## config.mk

```make
export PLATFORM = sky130hd
export DESIGN_NAME = weave_engine_flat
export DESIGN_NICKNAME = d
export VERILOG_FILES = /design/src/rtl/weave_if.sv /design/src/rtl/weave_engine.sv /design/src/flat_wrapper.sv
export SDC_FILE = /design/constraint.sdc
export NUM_CORES = 1
export LEC_CHECK = 0
export CAP_MARGIN = 20
export CORE_MARGIN = 2
export CORE_UTILIZATION = 52
export DETAILED_ROUTE_END_ITERATION = 16
export PLACE_DENSITY = 0.76
export SYNTH_ARGS = -nofsm -noshare
export SYNTH_HDL_FRONTEND = slang
export SYNTH_SLANG_ARGS = --single-unit
```

## constraint.sdc

```tcl
create_clock -name clk -period 5.5 [get_ports clk]
set_input_delay 1.1 -clock clk [delete_from_list [all_inputs] [get_ports clk]]
set_output_delay 1.1 -clock clk [all_outputs]
set_load 0.01 [all_outputs]
```

## src/rtl/weave_if.sv

```systemverilog
// Host <-> weave_engine bundle: frame control, table configuration and pixel stream.
// Pixel stream: a pixel transfers on any rising edge where pix_valid && pix_ready;
// once pix_valid is high it and pix_data/pix_x/pix_y/frame_last stay put until that transfer.
interface weave_if #(
  parameter int SHAFTS = 4,
  parameter int P_W    = 3,
  parameter int COL_W  = 6,
  parameter int ROW_W  = 6
) ();
  logic              start;
  logic [1:0]        mode;
  logic              cfg_we;
  logic              cfg_sel;
  logic [P_W-1:0]    cfg_addr;
  logic [SHAFTS-1:0] cfg_data;
  logic              pix_valid;
  logic              pix_ready;
  logic              pix_data;
  logic [COL_W-1:0]  pix_x;
  logic [ROW_W-1:0]  pix_y;
  logic              frame_last;
  logic              busy;
  logic              done;

  modport master (
    output start, mode, cfg_we, cfg_sel, cfg_addr, cfg_data, pix_ready,
    input  pix_valid, pix_data, pix_x, pix_y, frame_last, busy, done
  );

  modport slave (
    input  start, mode, cfg_we, cfg_sel, cfg_addr, cfg_data, pix_ready,
    output pix_valid, pix_data, pix_x, pix_y, frame_last, busy, done
  );
endinterface

```

## src/rtl/weave_engine.sv

```systemverilog
// Loom draft renderer: streams a raster frame of warp-up bits from a threading
// table and a liftplan (or a fixed plain/twill rule), one pixel per cycle.
module weave_engine #(
  parameter int SHAFTS = 4,
  parameter int P_W    = 3,
  parameter int COL_W  = 6,
  parameter int ROW_W  = 6
) (
  input  logic     clk,
  input  logic     rst_n,
  weave_if.slave   bus,
  output logic     dbg_state
);

  localparam int P  = 1 << P_W;
  localparam int TW = (SHAFTS > 1) ? $clog2(SHAFTS) : 1;

  typedef enum logic {IDLE = 1'b0, RUN = 1'b1} state_t;

  state_t            state;
  logic [1:0]        mode_q;
  logic [TW-1:0]     thr  [P];
  logic [SHAFTS-1:0] lift [P];
  logic [COL_W-1:0]  nx;
  logic [ROW_W-1:0]  ny;

  assign dbg_state = state;

  // Threading entries beyond the shaft count fold back once; the raw value is < 2*SHAFTS.
  function automatic logic [TW-1:0] fold(input logic [TW-1:0] v);
    if (int'(v) >= SHAFTS) return TW'(int'(v) - SHAFTS);
    return v;
  endfunction

  function automatic logic pix_fn(input logic [1:0] m, input logic [COL_W-1:0] fx,
                                  input logic [ROW_W-1:0] fy);
    logic [COL_W:0]  sum;
    logic [P_W-1:0]  xm;
    logic [P_W-1:0]  ym;
    logic            tb_bit;
    sum    = {1'b0, fx} + (COL_W+1)'(fy);
    xm     = fx[P_W-1:0];
    ym     = fy[P_W-1:0];
    tb_bit = lift[ym][thr[xm]];
    case (m)
      2'd0:    return fx[0] ^ fy[0];
      2'd1:    return sum[1];
      2'd2:    return tb_bit;
      default: return ~tb_bit;
    endcase
  endfunction

  always_comb begin
    nx = bus.pix_x + COL_W'(1);
    ny = (&bus.pix_x) ? bus.pix_y + ROW_W'(1) : bus.pix_y;
  end

  // Tables reset to a straight twill; locked while a frame is in flight.
  always_ff @(posedge clk or negedge rst_n) begin
    if (!rst_n) begin
      for (int i = 0; i < P; i++) begin
        thr[i]  <= TW'(i % SHAFTS);
        lift[i] <= SHAFTS'(1) << (i % SHAFTS);
      end
    end else if (bus.cfg_we && !bus.busy) begin
      if (bus.cfg_sel) lift[bus.cfg_addr] <= bus.cfg_data;
      else             thr[bus.cfg_addr]  <= fold(bus.cfg_data[TW-1:0]);
    end
  end

  // Pixel outputs are precomputed one step ahead, so a transfer is followed
  // immediately by the next pixel.
  always_ff @(posedge clk or negedge rst_n) begin
    if (!rst_n) begin
      state          <= IDLE;
      mode_q         <= 2'd0;
      bus.pix_valid  <= 1'b0;
      bus.pix_data   <= 1'b0;
      bus.pix_x      <= '0;
      bus.pix_y      <= '0;
      bus.frame_last <= 1'b0;
      bus.busy       <= 1'b0;
      bus.done       <= 1'b0;
    end else begin
      bus.done <= 1'b0;
      case (state)
        IDLE: begin
          if (bus.start) begin
            state          <= RUN;
            mode_q         <= bus.mode;
            bus.pix_x      <= '0;
            bus.pix_y      <= '0;
            bus.pix_data   <= pix_fn(bus.mode, '0, '0);
            bus.frame_last <= 1'b0;
            bus.pix_valid  <= 1'b1;
            bus.busy       <= 1'b1;
          end
        end
        RUN: begin
          if (bus.pix_valid && bus.pix_ready) begin
            if (bus.frame_last) begin
              state          <= IDLE;
              bus.pix_valid  <= 1'b0;
              bus.frame_last <= 1'b0;
              bus.busy       <= 1'b0;
              bus.done       <= 1'b1;
            end else begin
              bus.pix_x      <= nx;
              bus.pix_y      <= ny;
              bus.pix_data   <= pix_fn(mode_q, nx, ny);
              bus.frame_last <= (&nx) && (&ny);
            end
          end
        end
        default: state <= IDLE;
      endcase
    end
  end

endmodule

```

## src/flat_wrapper.sv

```systemverilog
// flat-port wrapper written by rule: the top's interface ports become plain ports
module weave_engine_flat 
#(
  parameter int SHAFTS = 4,
  parameter int P_W    = 3,
  parameter int COL_W  = 6,
  parameter int ROW_W  = 6
)
  (clk, rst_n, dbg_state, bus_start, bus_mode, bus_cfg_we, bus_cfg_sel, bus_cfg_addr, bus_cfg_data, bus_pix_ready, bus_pix_valid, bus_pix_data, bus_pix_x, bus_pix_y, bus_frame_last, bus_busy, bus_done);
  weave_if #(.SHAFTS(SHAFTS), .P_W(P_W), .COL_W(COL_W), .ROW_W(ROW_W)) bus_i ();
  input  logic clk;
  input  logic rst_n;
  output logic dbg_state;
  input wire logic [$bits(bus_i.start)-1:0] bus_start;
  input wire logic [$bits(bus_i.mode)-1:0] bus_mode;
  input wire logic [$bits(bus_i.cfg_we)-1:0] bus_cfg_we;
  input wire logic [$bits(bus_i.cfg_sel)-1:0] bus_cfg_sel;
  input wire logic [$bits(bus_i.cfg_addr)-1:0] bus_cfg_addr;
  input wire logic [$bits(bus_i.cfg_data)-1:0] bus_cfg_data;
  input wire logic [$bits(bus_i.pix_ready)-1:0] bus_pix_ready;
  output wire logic [$bits(bus_i.pix_valid)-1:0] bus_pix_valid;
  output wire logic [$bits(bus_i.pix_data)-1:0] bus_pix_data;
  output wire logic [$bits(bus_i.pix_x)-1:0] bus_pix_x;
  output wire logic [$bits(bus_i.pix_y)-1:0] bus_pix_y;
  output wire logic [$bits(bus_i.frame_last)-1:0] bus_frame_last;
  output wire logic [$bits(bus_i.busy)-1:0] bus_busy;
  output wire logic [$bits(bus_i.done)-1:0] bus_done;
  assign bus_i.start = bus_start;
  assign bus_i.mode = bus_mode;
  assign bus_i.cfg_we = bus_cfg_we;
  assign bus_i.cfg_sel = bus_cfg_sel;
  assign bus_i.cfg_addr = bus_cfg_addr;
  assign bus_i.cfg_data = bus_cfg_data;
  assign bus_i.pix_ready = bus_pix_ready;
  assign bus_pix_valid = bus_i.pix_valid;
  assign bus_pix_data = bus_i.pix_data;
  assign bus_pix_x = bus_i.pix_x;
  assign bus_pix_y = bus_i.pix_y;
  assign bus_frame_last = bus_i.frame_last;
  assign bus_busy = bus_i.busy;
  assign bus_done = bus_i.done;
  weave_engine #(.SHAFTS(SHAFTS), .P_W(P_W), .COL_W(COL_W), .ROW_W(ROW_W)) u_core (.clk(clk), .rst_n(rst_n), .bus(bus_i), .dbg_state(dbg_state));
endmodule
```

* Yosys cells after proc, flatten, opt, wreduce, memory -nomap -nowiden
Index checks and enable logic that the tools add are counted.
Cells by class: $add $sub $neg 3, $mul 0, div/mod/pow operators 0, $lt $le $gt $ge 6, eq/ne operators 8, shift-type cells 0, muxes and demuxes 45, bitwise operators 8, reduce and logical (&&, ||, !) cells 17
Operators with widths (number):
- $mux 6 | 6
- $bwmux 32 | 1
- $pmux 6 s2 | 2
- $reduce_and 6->1 | 3
- $mux 1 | 17
- $bwmux 16 | 1
- $add 6x1->6 const B | 2
- $bmux 4 s3 | 1
- $demux 4 s3 | 1
- $ge 4x4->1 const B | 3
- $mux 4 | 3
- $not 3->4 | 3
- $pmux 1 s2 | 5
- $reduce_and 2->1 | 4
- $bmux 2 s3 | 1
- $demux 2 s3 | 1
- $lt 2x3->1 const B | 2
- $mux 2 | 3
- $ne 2x2->1 const B | 3
- $reduce_and 3->1 | 2
- $bmux 1 s2 | 2
- $eq 2x1->1 const B | 2
- $eq 2x2->1 const B | 2
- $logic_and 1x1->1 | 4
- other kinds (9) | 13
Storage, ports and cells: flip-flop bits (word level) 67, latch bits 0, RAM bits 0, ROM bits 0, word-level logic and storage cells 111, memories 0

* Longest topological paths before layout
depth in word-level cells 13, depth in mapped cells 13, depth with buffers taken out 11

* Least setup slack after synthesis
OpenSTA, ideal clock, no wires.
path kind flip-flop to flip-flop, start register u_core.bus.pix_x[0], end register u_core.bus.pix_data, arrival time 2.265 ns, path slack 3.106 ns, stages on the path, launching flop included 12, path through dfrtp_1 buf_6 inv_1 ha_1 mux4_2 mux2_4 nor3_4 nand3_1 o2111ai_1 nand4_1 mux2i_1 a21oi_1
Between the ends: longest elaborated chain between the ends 13
Ends and longest elaborated chain:
- start: declaration | line weave_if.sv:32 | output pix_valid, pix_data, pix_x, pix_y, frame_last, busy, done
- start signal: assignment | line weave_engine.sv:108 | bus.pix_x <= nx;
- parallel branches: the longest is 9 deep, another holds $add 6x1->6
- $pmux 1 s3 (*) | line weave_engine.sv:45 | case (m)
- $mux 1 (*) | line weave_engine.sv:101 | if (bus.frame_last) begin
- $mux 1 (*) | line weave_engine.sv:100 | if (bus.pix_valid && bus.pix_ready) begin
- $pmux 1 s2 (*) | line weave_engine.sv:86 | case (state)
- end signal: assignment | line weave_engine.sv:93 | bus.pix_data <= pix_fn(bus.mode, '0, '0);
- end signal: assignment | line weave_engine.sv:110 | bus.pix_data <= pix_fn(mode_q, nx, ny);
- end: declaration | line weave_if.sv:32
Every way passes the cells marked *. The select of a mux whose other input is x is not followed. A chain may end at the register's enable or synchronous reset.

* Worst setup path in the final report
Same ends and word-level chain as after synthesis.

==> flow_summary.toml <==
[run_status]
status = "finished clean"

[timing]
finalSetupViolations = 0
rsz0062_at_grt = "false"
layout_min_cycle_time_ns = 3.08
final_min_period_over_clock_period = 0.559
timing.max_slew.rel_slack = 0.419
clock_skew_ns = 0.0111
finalMaxSlewViolations = 0
fmax_mhz = 325
timing_worst_slew_pin_value_ns = 0.872
final_hold_viol_count = 0
timing.setup.tns_ns = 0

[setup_path]
crit_required_ns = 5.72
crit_path_top_delay_cell = "sky130_fd_sc_hd__o21ai_1"
critPathTopFamily = "compound AO/OA/AOI/OAI gates"
crit_buf_inv = 0
crit_path_max_fanout = 12
critPathCaptureType = "register"
worst-endpoint-arrival_ns = 3.30
critical_path_class = "register to register"
worstPathCellList = "ha_1, nand3_4, o21ai_1, nand3_1, a32oi_1, o2111ai_1, nand4_1, mux2i_1, a21oi_1"
crit_path_start_kind = "register"
critical_path.max_stage_delay_ns = 0.64
reg2reg_setup_slack_ns = 2.42

[cells_and_area]
layout-area-overhead-vs-synth_pct = 15.5
post_route_cells_drive_above_1_share = 0.260
fin_nets = 395
diodes = 0
n_fill_cell = 562
final_area_sq_um = 4300
final_cells = 477
layout.core_utilization = 0.627

[cts]
htree_num_levels = 3
number_of_buffers_on_the_longest_clock_path = 2
cts_resized = 0
clkSlewWorstSetupHoldPaths_ns = 0.07
post_cts_hold_buffer_count = 0
post-cts-setup-buffer-count = 0
worst_skew_pair.late_latency_ns = 0.36
numCtsBuffers = 9
clock_sink_count = 67
cts.root.buffer_cell = "sky130_fd_sc_hd__clkbuf_8"
tritoncts = "done"

[die]
floorplan.die.height_um = 88.7
die_width_um = 88.7
io-pin-count = 33
design.core.area_sq_um = 6870
initial_core_utilization = 0.543
dieArea_sq_um = 7860
std_cell_rows = 30

[place]
gp_routability_congestion = 1.03
placedInstanceArea_sq_um = 4080
hpwlAfterDp_mm = 5.96
numPlacedInstances = 461
numPortBuffers = 32

[power_and_ir_drop]
power_mw = 1.64
worst_voltage_drop_across_the_vdd_grid_mv = 0.254
power_density_nw_per_um2 = 380
power.leakage_nw = 1.73

[detailed_routing]
detail_route.vias_per_cell = 5.99
antenna_left = 0
drc = 0
routed-via-count = 2855
wire_per_inst_um = 17.4
drt_pre_antenna_iters = 5
first_iter_violations = 163
wirelength_mm = 8.30

[grt]
grt_overflow_total = 0
initial_antenna_violation_count = 0
grt_start_max_net_pins = 68
grt_pass1_wl_mm = 13.8
gr-usage-all-layers = 0.236
first_global_vias = 2735

[synthesis]
avgSynthCellArea_sq_um = 10.6
postSynth.topFlopCell = "sky130_fd_sc_hd__dfrtp_1"
synthCells = 350
yosys_warnings = 0
number_of_synthesized_register_bits = 67
netlist_area_sq_um = 3730
async_flop_share = 1.00
post-synth-top-area-cell = "sky130_fd_sc_hd__dfrtp_1"
distinct_cell_type_count_after_synthesis = 50
synth_edf_count = 0
ys_seq_area_frac = 0.455
syn_nets = 369
synth_area_leaders = "sky130_fd_sc_hd__dfrtp_1, sky130_fd_sc_hd__mux2_2, sky130_fd_sc_hd__dfstp_2"
netlist.area_leader.share = 0.342

[worst_hold_path]
worst_hold_path_class = "register to register"

[run]
cap_viol_max_count = 0
## area by class of cell
cell class / instances / area [sq um] / share of cell area
inverters: 5 / 18.8 / 0.00436
repair buffers: 33 / 323 / 0.0750
clock inverters: 5 / 86.3 / 0.0201
flip-flops and latches: 67 / 1700 / 0.394
well taps: 96 / 120 / 0.0279
clock buffers: 11 / 141 / 0.0328
multi-input cells: 260 / 1920 / 0.446
## flip-flops by register name (all words and copies together) (netlist names)
signal,cells
u_core.mode_q,2
u_core.thr,16
u_core.bus.pix_data,1
u_core.bus.frame_last,1
u_core.lift,32
u_core.bus.pix_y,6
u_core.bus.pix_x,6
u_core.bus.pix_valid,1
u_core.bus.done,1
u_core.dbg_state,1
## cell families after synthesis
kind of cell | Yosys count | synth area share
AO/OA/AOI/OAI | 64 | 0.108
XOR/XNOR | 6 | 0.0191
adder cells (fa/ha/maj) | 4 | 0.0134
buffers and inverters | 23 | 0.0302
flip-flops | 67 | 0.455
multiplexers | 61 | 0.200
AND/OR/NAND/NOR | 125 | 0.174
## cell usage in the layout, fill, tap and decap left out, types with 6 or more instances in the layout
master                            Yosys  final
sky130_fd_sc_hd__clkdlybuf4s50_1      0     31
sky130_fd_sc_hd__dfrtp_1             51     51
sky130_fd_sc_hd__a21oi_1              9      9
sky130_fd_sc_hd__dfstp_2             16     16
sky130_fd_sc_hd__nor2_1              14     14
sky130_fd_sc_hd__nand3_1             30     30
sky130_fd_sc_hd__nand4_1              7      7
sky130_fd_sc_hd__nand2_1             39     39
sky130_fd_sc_hd__o21ai_0             28     28
sky130_fd_sc_hd__mux2_2              50     50
sky130_fd_sc_hd__nor2b_1              6      6
sky130_fd_sc_hd__clkbuf_8             0     10
## path summary, 6_finish.rpt
kind                                            end  cells past startpoint           startpoint
worst max-delay path            u_core.bus.pix_data                      9  u_core.bus.pix_x[0]
max in group asynchronous           u_core.lift[11]                      2                rst_n
min in group asynchronous       u_core.bus.pix_x[4]                      2                rst_n
worst min-delay path                 u_core.lift[1]                      1       u_core.lift[1]
worst min register to register       u_core.lift[1]                      1       u_core.lift[1]
worst max register to register  u_core.bus.pix_data                      9  u_core.bus.pix_x[0]
## layer usage
layer  global-route usage  part of all wire  vias up
met3               0.0784             0.062       11
met4               0.0620             0.014        0
met1                0.313              0.45     1407
met5                    0                 0        -
met2                0.375              0.48       98
li1                     -                 -     1339
## through the flow
step                hold WS [ns]  worst slack (ns)
floorplan                  0.473              3.11
global placement           0.485              2.43
detailed placement         0.494              2.33
CTS                        0.511              2.41
global route               0.530              2.00
finish                     0.509              2.42
## report_power, final
part           switching, mW  internal [mW]  leakage (nW)
combinational          0.221          0.253         0.800
sequential            0.0904          0.611         0.819
clock                  0.192          0.270         0.114
## Yosys cell counts, drive strengths merged, types with 6 or more instances
| cell type | number |
|---|---|
| a21oi | 12 |
| buf | 10 |
| clkbuf | 8 |
| dfrtp | 51 |
| dfstp | 16 |
| mux2 | 51 |
| nand2 | 39 |
| nand3 | 31 |
| nand4 | 7 |
| nor2 | 15 |
| nor2b | 6 |
| nor3 | 8 |
| o21ai | 30 |
No activity file was read; power rests on OpenSTA's default activity.
